[src/rtl/readout_deserializer.sv]
// Multi-lane serial frame receiver: one FSM per lane, per-lane holding registers, round-robin output stage.
// Define READOUT_RX_PARITY_EN to expect an even-parity bit between the last data bit and the stop bit.
module readout_deserializer #(
  parameter int LANES = 8,
  parameter int WIDTH = 15
) (
  input  logic                     CLK,
  input  logic                     RST_N,
  input  logic [LANES-1:0]         ser_in,
  output logic                     out_valid,
  input  logic                     out_ready,
  output logic [WIDTH-1:0]         out_data,
  output logic [$clog2(LANES)-1:0] out_lane,
  output logic                     out_err,
  output logic [LANES-1:0]         overrun,
  input  logic                     clear_overrun,
  output logic [2*LANES-1:0]       lane_state
);
  localparam int LW = $clog2(LANES);
  localparam int CW = $clog2(WIDTH + 1);

  typedef enum logic [1:0] {
    ST_IDLE   = 2'd0,
    ST_DATA   = 2'd1,
    ST_PARITY = 2'd2,
    ST_STOP   = 2'd3
  } lane_state_e;

  logic [LANES-1:0] done;
  logic [LANES-1:0] done_err;
  logic [WIDTH-1:0] done_data [LANES];
  logic [WIDTH-1:0] hold_data [LANES];
  logic [LANES-1:0] hold_err;
  logic [LANES-1:0] pending;
  logic [LANES-1:0] drain;

  for (genvar g = 0; g < LANES; g++) begin : g_lane
    lane_state_e      state_q, state_d;
    logic [CW-1:0]    cnt_q, cnt_d;
    logic [WIDTH-1:0] shift_q, shift_d;
    logic             par_err_q, par_err_d;
    logic             lane_done, lane_err;

    always_ff @(posedge CLK or negedge RST_N) begin
      if (!RST_N) begin
        state_q   <= ST_IDLE;
        cnt_q     <= '0;
        shift_q   <= '0;
        par_err_q <= 1'b0;
      end else begin
        state_q   <= state_d;
        cnt_q     <= cnt_d;
        shift_q   <= shift_d;
        par_err_q <= par_err_d;
      end
    end

    always_comb begin
      state_d   = state_q;
      cnt_d     = cnt_q;
      shift_d   = shift_q;
      par_err_d = par_err_q;
      lane_done = 1'b0;
      lane_err  = 1'b0;
      case (state_q)
        ST_IDLE: begin
          if (ser_in[g]) begin
            state_d   = ST_DATA;
            cnt_d     = '0;
            par_err_d = 1'b0;
          end
        end
        ST_DATA: begin
          shift_d = (shift_q << 1) | WIDTH'(ser_in[g]);
          cnt_d   = cnt_q + 1'b1;
          if (cnt_q == CW'(WIDTH - 1)) begin
            cnt_d = '0;
`ifdef READOUT_RX_PARITY_EN
            state_d = ST_PARITY;
`else
            state_d = ST_STOP;
`endif
          end
        end
        ST_PARITY: begin
          // Even parity: data bits plus parity bit must hold an even number of ones.
          par_err_d = ^{shift_q, ser_in[g]};
          state_d   = ST_STOP;
        end
        ST_STOP: begin
          // A stop bit of 1 flags the word but it is still delivered.
          lane_done = 1'b1;
          lane_err  = ser_in[g] | par_err_q;
          state_d   = ST_IDLE;
        end
        default: state_d = ST_IDLE;
      endcase
    end

    assign done[g]               = lane_done;
    assign done_err[g]           = lane_err;
    assign done_data[g]          = shift_q;
    assign lane_state[2*g +: 2]  = state_q;
  end

  // Output handshake: a word transfers on any edge where out_valid && out_ready;
  // out_data/out_lane/out_err are held while out_valid && !out_ready.
  logic          load;
  logic          grant_found;
  logic [LW-1:0] grant_idx, cand, rr_ptr, rr_next;

  always_comb begin
    grant_found = 1'b0;
    grant_idx   = '0;
    cand        = '0;
    for (int k = 0; k < LANES; k++) begin
      cand = LW'((int'(rr_ptr) + k) % LANES);
      if (!grant_found && pending[cand]) begin
        grant_found = 1'b1;
        grant_idx   = cand;
      end
    end
  end

  assign load    = !out_valid || out_ready;
  assign drain   = (load && grant_found) ? (LANES'(1) << grant_idx) : '0;
  assign rr_next = (grant_idx == LW'(LANES - 1)) ? '0 : grant_idx + 1'b1;

  // Completion and drain in the same cycle keeps pending set without an overrun.
  always_ff @(posedge CLK or negedge RST_N) begin
    if (!RST_N) begin
      for (int i = 0; i < LANES; i++) hold_data[i] <= '0;
      hold_err <= '0;
      pending  <= '0;
      overrun  <= '0;
    end else begin
      for (int i = 0; i < LANES; i++) begin
        if (done[i]) begin
          hold_data[i] <= done_data[i];
          hold_err[i]  <= done_err[i];
        end
      end
      pending <= (pending & ~drain) | done;
      overrun <= (clear_overrun ? '0 : overrun) | (done & pending & ~drain);
    end
  end

  always_ff @(posedge CLK or negedge RST_N) begin
    if (!RST_N) begin
      out_valid <= 1'b0;
      out_data  <= '0;
      out_lane  <= '0;
      out_err   <= 1'b0;
      rr_ptr    <= '0;
    end else if (load) begin
      if (grant_found) begin
        out_valid <= 1'b1;
        out_data  <= hold_data[grant_idx];
        out_lane  <= grant_idx;
        out_err   <= hold_err[grant_idx];
        rr_ptr    <= rr_next;
      end else begin
        out_valid <= 1'b0;
      end
    end
  end
endmodule

[config.mk]
export PLATFORM = sky130hd
export DESIGN_NAME = readout_deserializer
export DESIGN_NICKNAME = d
export VERILOG_FILES = /design/src/rtl/readout_deserializer.sv
export SDC_FILE = /design/constraint.sdc
export NUM_CORES = 1
export LEC_CHECK = 0
export ABC_AREA = 1
export CAP_MARGIN = 20
export CORE_MARGIN = 2
export CORE_UTILIZATION = 30
export CTS_BUF_LIST = sky130_fd_sc_hd__clkbuf_4 sky130_fd_sc_hd__clkbuf_8
export CTS_CLUSTER_SIZE = 10
export DETAILED_ROUTE_END_ITERATION = 6
export DONT_BUFFER_PORTS = 1
export PLACE_DENSITY = 0.53
export SYNTH_ARGS = -nofsm -noshare
export SYNTH_HDL_FRONTEND = slang
export SYNTH_SLANG_ARGS = --single-unit
[constraint.sdc]
create_clock -name CLK -period 3.9 [get_ports CLK]
set_input_delay 0.585 -clock CLK [delete_from_list [all_inputs] [get_ports CLK]]
set_output_delay 0.585 -clock CLK [all_outputs]
set_load 0.1 [all_outputs]
# Yosys cells after proc, flatten, opt, wreduce, memory -nomap -nowiden
# Index checks and enable logic that the tools add are counted.
dict set report totals {
  ff_bits 343
  latch_bits 0
  mem_bits_rw 0
  romBits 0
  out_inout_bits 44
  elab_cells 349
  n_memories 0
}
dict set report op_classes {
  add_sub_neg 16
  mul 0
  n_div 0
  n_lt_le_gt_ge 10
  n_eq_ne 49
  n_shift 1
  muxes 121
  n_bitwise 23
  n_reduce_logical 74
}
# operator count
set ops {}
lappend ops {{16-bit XOR reduction} 8}
lappend ops {{15-bit by 1-bit OR with 15-bit output} 8}
lappend ops {{4-bit 2-to-1 mux} 16}
lappend ops {{2-bit one-hot mux with 4 select lines} 8}
lappend ops {{4-bit one-hot mux with 2 select lines} 8}
lappend ops {{2-bit AND reduction} 25}
lappend ops {{15-bit binary-select mux with 3-bit select} 1}
lappend ops {{1-bit 2-to-1 mux} 42}
lappend ops {{3-bit by 4-bit less-than comparator with 1-bit output, second input constant} 9}
lappend ops {{4-bit by 1-bit adder with 4-bit output, second input constant} 8}
lappend ops {{2-bit == test, second input constant} 16}
lappend ops {{4-bit == test, second input constant} 8}
lappend ops {{2-bit 2-to-1 mux} 16}
lappend ops {{2-bit != test, second input constant} 16}
lappend ops {{2-bit nonzero test} 16}
lappend ops {{15-bit 2-to-1 mux} 2}
lappend ops {{1-bit binary-select mux with 3-bit select} 9}
lappend ops {{3-bit 2-to-1 mux} 9}
lappend ops {{8-bit AND} 3}
lappend ops {{2-bit by 1-bit == test with 1-bit output, second input constant} 8}
lappend ops {{2-bit logical NOT} 8}
lappend ops {{8-bit 2-to-1 mux} 2}
lappend ops {{8-bit OR} 2}
lappend ops {{1-bit one-hot mux with 2 select lines} 8}
lappend ops {{other kinds (12)} 38}

# Depth between registers and ports, before layout
dict set report depth {
  word_depth 29
  mapped_depth 24
  depth_no_buf 19
}

# Least setup slack after synthesis
# No wires, ideal clock.
dict set report synth_timing {
  path_kind {register to register}
  startpoint {reg rr_ptr[0]}
  endpoint {reg rr_ptr[2]}
  setup_ps 133
  arrival_time_ps 3131
  slack_ps 636
  stages_incl_launch_ff 24
  path_buffers 5
  period_less_slack_ps 3264
  path_cell_list {dfrtp_1 buf_4 inv_2 buf_6 ha_1 buf_2 inv_1 nand3_2 nand3_1 nand2_1 nor2_4 nand3_1 nand2_1 inv_1 nor2_2 nand3_4 nand2_4 buf_6 buf_6 inv_2 ha_1 ha_1 nand2_1 o21ai_0}
}
dict set report synth_between {
  elab_chain_len 26
  elab_cells_between_ends 57
  cone_classes {add/sub: 8; eq/ne: 1; mux: 33; reduce/logical: 15}
}
# element line_no
set synth_lines {}
lappend synth_lines {{start, declared} 110} ;# logic [LW-1:0] grant_idx, cand, rr_ptr, rr_next;
lappend synth_lines {{start signal, assigned} 161} ;# rr_ptr <= rr_next;
lappend synth_lines {{branches (longest 23 deep; another with 3-bit by 1-bit adder with 3-bit output)} --}
lappend synth_lines {{3-bit 2-to-1 mux *} 118} ;# if (!grant_found && pending[cand]) begin
lappend synth_lines {{named net grant_idx[0]} 110}
lappend synth_lines {{3-bit by 1-bit adder with 3-bit output or 3-bit == test (tied branches)} 127} ;# assign rr_next = (grant_idx == LW'(LANES - 1)) ? '0 : grant_idx + 1'b1;
lappend synth_lines {{3-bit 2-to-1 mux *} 127}
lappend synth_lines {{named net rr_next[2]} 110}
# Mark *: on every way through the listed nets, which the timed path passes. The select of a mux whose other input is x is not followed.
# A chain may end at the register's enable or synchronous reset.

# Final worst setup path
dict set report layout_timing {
  startpoint {reg rr_ptr[1]}
  endpoint {reg out_data[11]}
}
dict set report layout_between {
  elab_chain_len 28
  elab_cells_between_ends 58
  cone_classes {add/sub: 7; mux: 35; bitwise: 1; reduce/logical: 15}
}
# element line_no
set layout_lines {}
lappend layout_lines {{branches (longest 28 deep; another with 3-bit by 1-bit adder with 3-bit output)} --}
lappend layout_lines {{end signal, assigned} 158} ;# out_data <= hold_data[grant_idx];
lappend layout_lines {{end, declared} 12} ;# output logic [WIDTH-1:0] out_data,
# Parallel ways; which one is timed is not known. The select of a mux whose other input is x is not followed.

==> summary.txt <==
Synth
  – Syn_nets: 2056
  – Synthesized area per cell: 8.57 um^2
  – Mapped Area: 17000 um^2
  – Flops & latches, synth: 343
  – Yosys warns: 0
  – Netlist cell types: 38
  – Cells after Synth: 1980
  – Post-synthesis sequential area ratio: 50.6%

Floorplan
  – Die Width: 242 um
  – Starting Density: 30.2%
  – Rows: 87
  – Placeable core area: 56200 um^2
  – Die Area: 58500 um^2
  – Die H: 242 um
  – Ports: 56

Final layout
  – Fillers: 5826
  – Nets@finish: 2076
  – Layout cell share with drive strength beyond 1: 9.01%
  – Area growth syn-to-layout: 13.1%
  – Most frequent cells in the layout: nand2_1 (554), dfrtp_1 (343), o21ai_0 (241), inv_1 (178), nand3_1 (178)
  – Commonest non-fill, non-tap cell in the layout: nand2_1

Status
  – Status: finished with violations
  – Failing checks: negative hold slack

Route
  – Via count: 12801
  – DRC viols: 0
  – Routed len/inst: 15.2 um
  – Vias per std cell: 4.57
  – Detail Route Antenna Nets: 0
  – First-pass DRT Iterations: 5
  – Detailed Route Iter0 Violations: 956
  – WL final: 42600 um

Setup path
  – Data arrival time of the worst path: 3970 ps
  – Max FO, Critical Path: 33
  – Slowest cell on crit path: dfrtp_1
  – Worst path max stage delay: 390 ps
  – CP Capture Type: flop
  – Most numerous cell on the critical path: nand2_1
  – WP data required: 4450 ps
  – Critical Path Start Type: flop
  – Cells along the critical path: inv_2, ha_1, inv_1, nand3_1, nand2_1, nor2_1, a31oi_2, inv_2, nor2_8, nand3_4, nor2_2, inv_2, o21ai_4, buf_4, nand3_1, nand3_1, nand2_1, nand2_1, nand2_1
  – Critical path class: flop to flop

Timing
  – Worst slew margin: 25.3%
  – Final hold viol count: 343
  – Post-layout min period: 3420 ps
  – Hold slack: -324 ps
  – Setup TNS: 0 ps
  – Fmax: 292 MHz
  – Slew at the pin closest to its max-slew limit: 1120 ps
  – Endpoints failing setup: 0
  – Fin crit share: 87.7%
  – Final clock skew: 25.2 ps
  – RSZ-0062 raised after global routing: no
  – Slew Viols, Final: 0

Clock tree
  – Clk_lat worst skew: 660 ps
  – Total clock sinks: 343
  – # hold bufs at CTS: 4
  – Total clock buffers created by CTS: 60
  – CTS root buf: clkbuf_8
  – Reg clk slew, reported paths: 60 ps
  – Post-CTS Setup Bufs: 0
  – Clock tree buffer depth: 3
  – H-tree Lvls: 2
  – PostCTS Resize Cnt: 0
  – CTS tree: done

Global route
  – All-Layer GR Usage: 14.7%
  – Grt ovf: 0
  – Largest net degree at the start of global routing: 344
  – Initial antenna violation count: 1
  – Vias in the first global route: 12558
  – First-pass GRT wire length: 69100 um

Place
  – Dpl hpwl: 29400 um
  – IO buf count: 0
  – Routability cong.: 0.874

Job
  – MaxCap Viol Count: 0

Worst hold path
  – HP Class: input pin to async pin
[state kept, by name (all words and copies together), names as in the netlist]
signal / cells
g_lane.shift_q: 120
hold_data: 120
g_lane.state_q: 16
out_data: 15
g_lane.par_err_q: 8
pending: 8
out_lane: 3
overrun: 8
hold_err: 8
rr_ptr: 3
out_valid: 1
g_lane.cnt_q: 32
out_err: 1
[metal layers]
metal / up-vias / routed length (um) / track usage, %
li1: 6367 / - / -
met1: 6079 / 19800 / 20.1
met2: 283 / 19100 / 22.7
met3: 72 / 2670 / 3.32
met4: 0 / 1040 / 5.17
met5: - / 0 / 0
[critical path, delay by kind of cell, from the launching register on]
| family | cells | cell delay, ps |
|---|---|---|
| AO/OA/AOI/OAI | 2 | 340 |
| buffers and inverters | 5 | 890 |
| AND/OR/NAND/NOR | 11 | 1310 |
| flip-flops | 1 | 390 |
| adder cells (fa/ha/maj) | 1 | 360 |
[cell type report]
cell class | instances | area [um^2] | share of cell area, %
Multi-Input combinational cell | 1369 | 7290 | 38.0
Sequential cell | 343 | 8580 | 44.7
Antenna cell | 1 | 2.50 | 0.0130
Timing Repair Buffer | 40 | 335 | 1.75
Clock buffer | 90 | 1160 | 6.03
Tap cell | 756 | 946 | 4.93
Clock inverter | 14 | 181 | 0.945
Inverter | 186 | 698 | 3.64
[metrics by stage]
stage	setup WS (ps)	cell area [um^2]	utilization, %	instances
after floorplan	636	17000	-	1980
after global placement	519	17800	31.7	2690
after detailed placement	511	17800	31.7	2690
after CTS	498	19200	34.2	2798
after global routing	159	19200	34.2	2799
final	480	19200	34.2	2799
[Yosys cell counts (all sizes together)]
| library cell | count | share of area, % |
|---|---|---|
| dfrtp | 343 | 51 |
| a31oi | 2 | 0.15 |
| nand4 | 2 | 0.16 |
| buf | 34 | 1.3 |
| a21oi | 53 | 1.6 |
| o211ai | 10 | 0.50 |
| nor3b | 3 | 0.13 |
| mux2 | 2 | 0.13 |
| ha | 64 | 4.7 |
| xnor2 | 106 | 5.5 |
| inv | 185 | 4.1 |
| nand3b | 2 | 0.16 |
| o21ai | 242 | 7.2 |
| and3 | 2 | 0.074 |
| xor2 | 26 | 1.3 |
| nor3 | 2 | 0.059 |
| o22ai | 5 | 0.18 |
| nand3 | 187 | 5.9 |
| o21bai | 5 | 0.22 |
| clkbuf | 48 | 1.1 |
| nand2 | 567 | 13 |
| nor2 | 89 | 2.2 |
| clkinv | 1 | 0.022 |
[cell families after synthesis]
| group | synth area share [%] |
|---|---|
| simple gates | 21.5 |
| flops | 50.6 |
| compound gates | 9.83 |
| buf+inv | 6.44 |
| xor+xnor | 6.82 |
| fa+ha+maj | 4.72 |
| mux | 0.133 |
[worst paths after layout]
kind | startpoint | to | slack, ps | depth (start not counted)
max reg2reg | rr_ptr[1] | out_data[11] | 480 | 19
min | RST_N | g_lane[5].state_q[0] | -320 | 0
max in group asynchronous | RST_N | g_lane[3].state_q[1] | 3410 | 0
min in group CLK | ser_in[2] | g_lane[2].shift_q[0] | 70 | 2
max | rr_ptr[1] | out_data[11] | 480 | 19
min reg2reg | hold_data[110] | hold_data[110] | 470 | 2
Power is not shown: default switching activity piles up to over one toggle a cycle in this logic, so the estimate is an artifact.
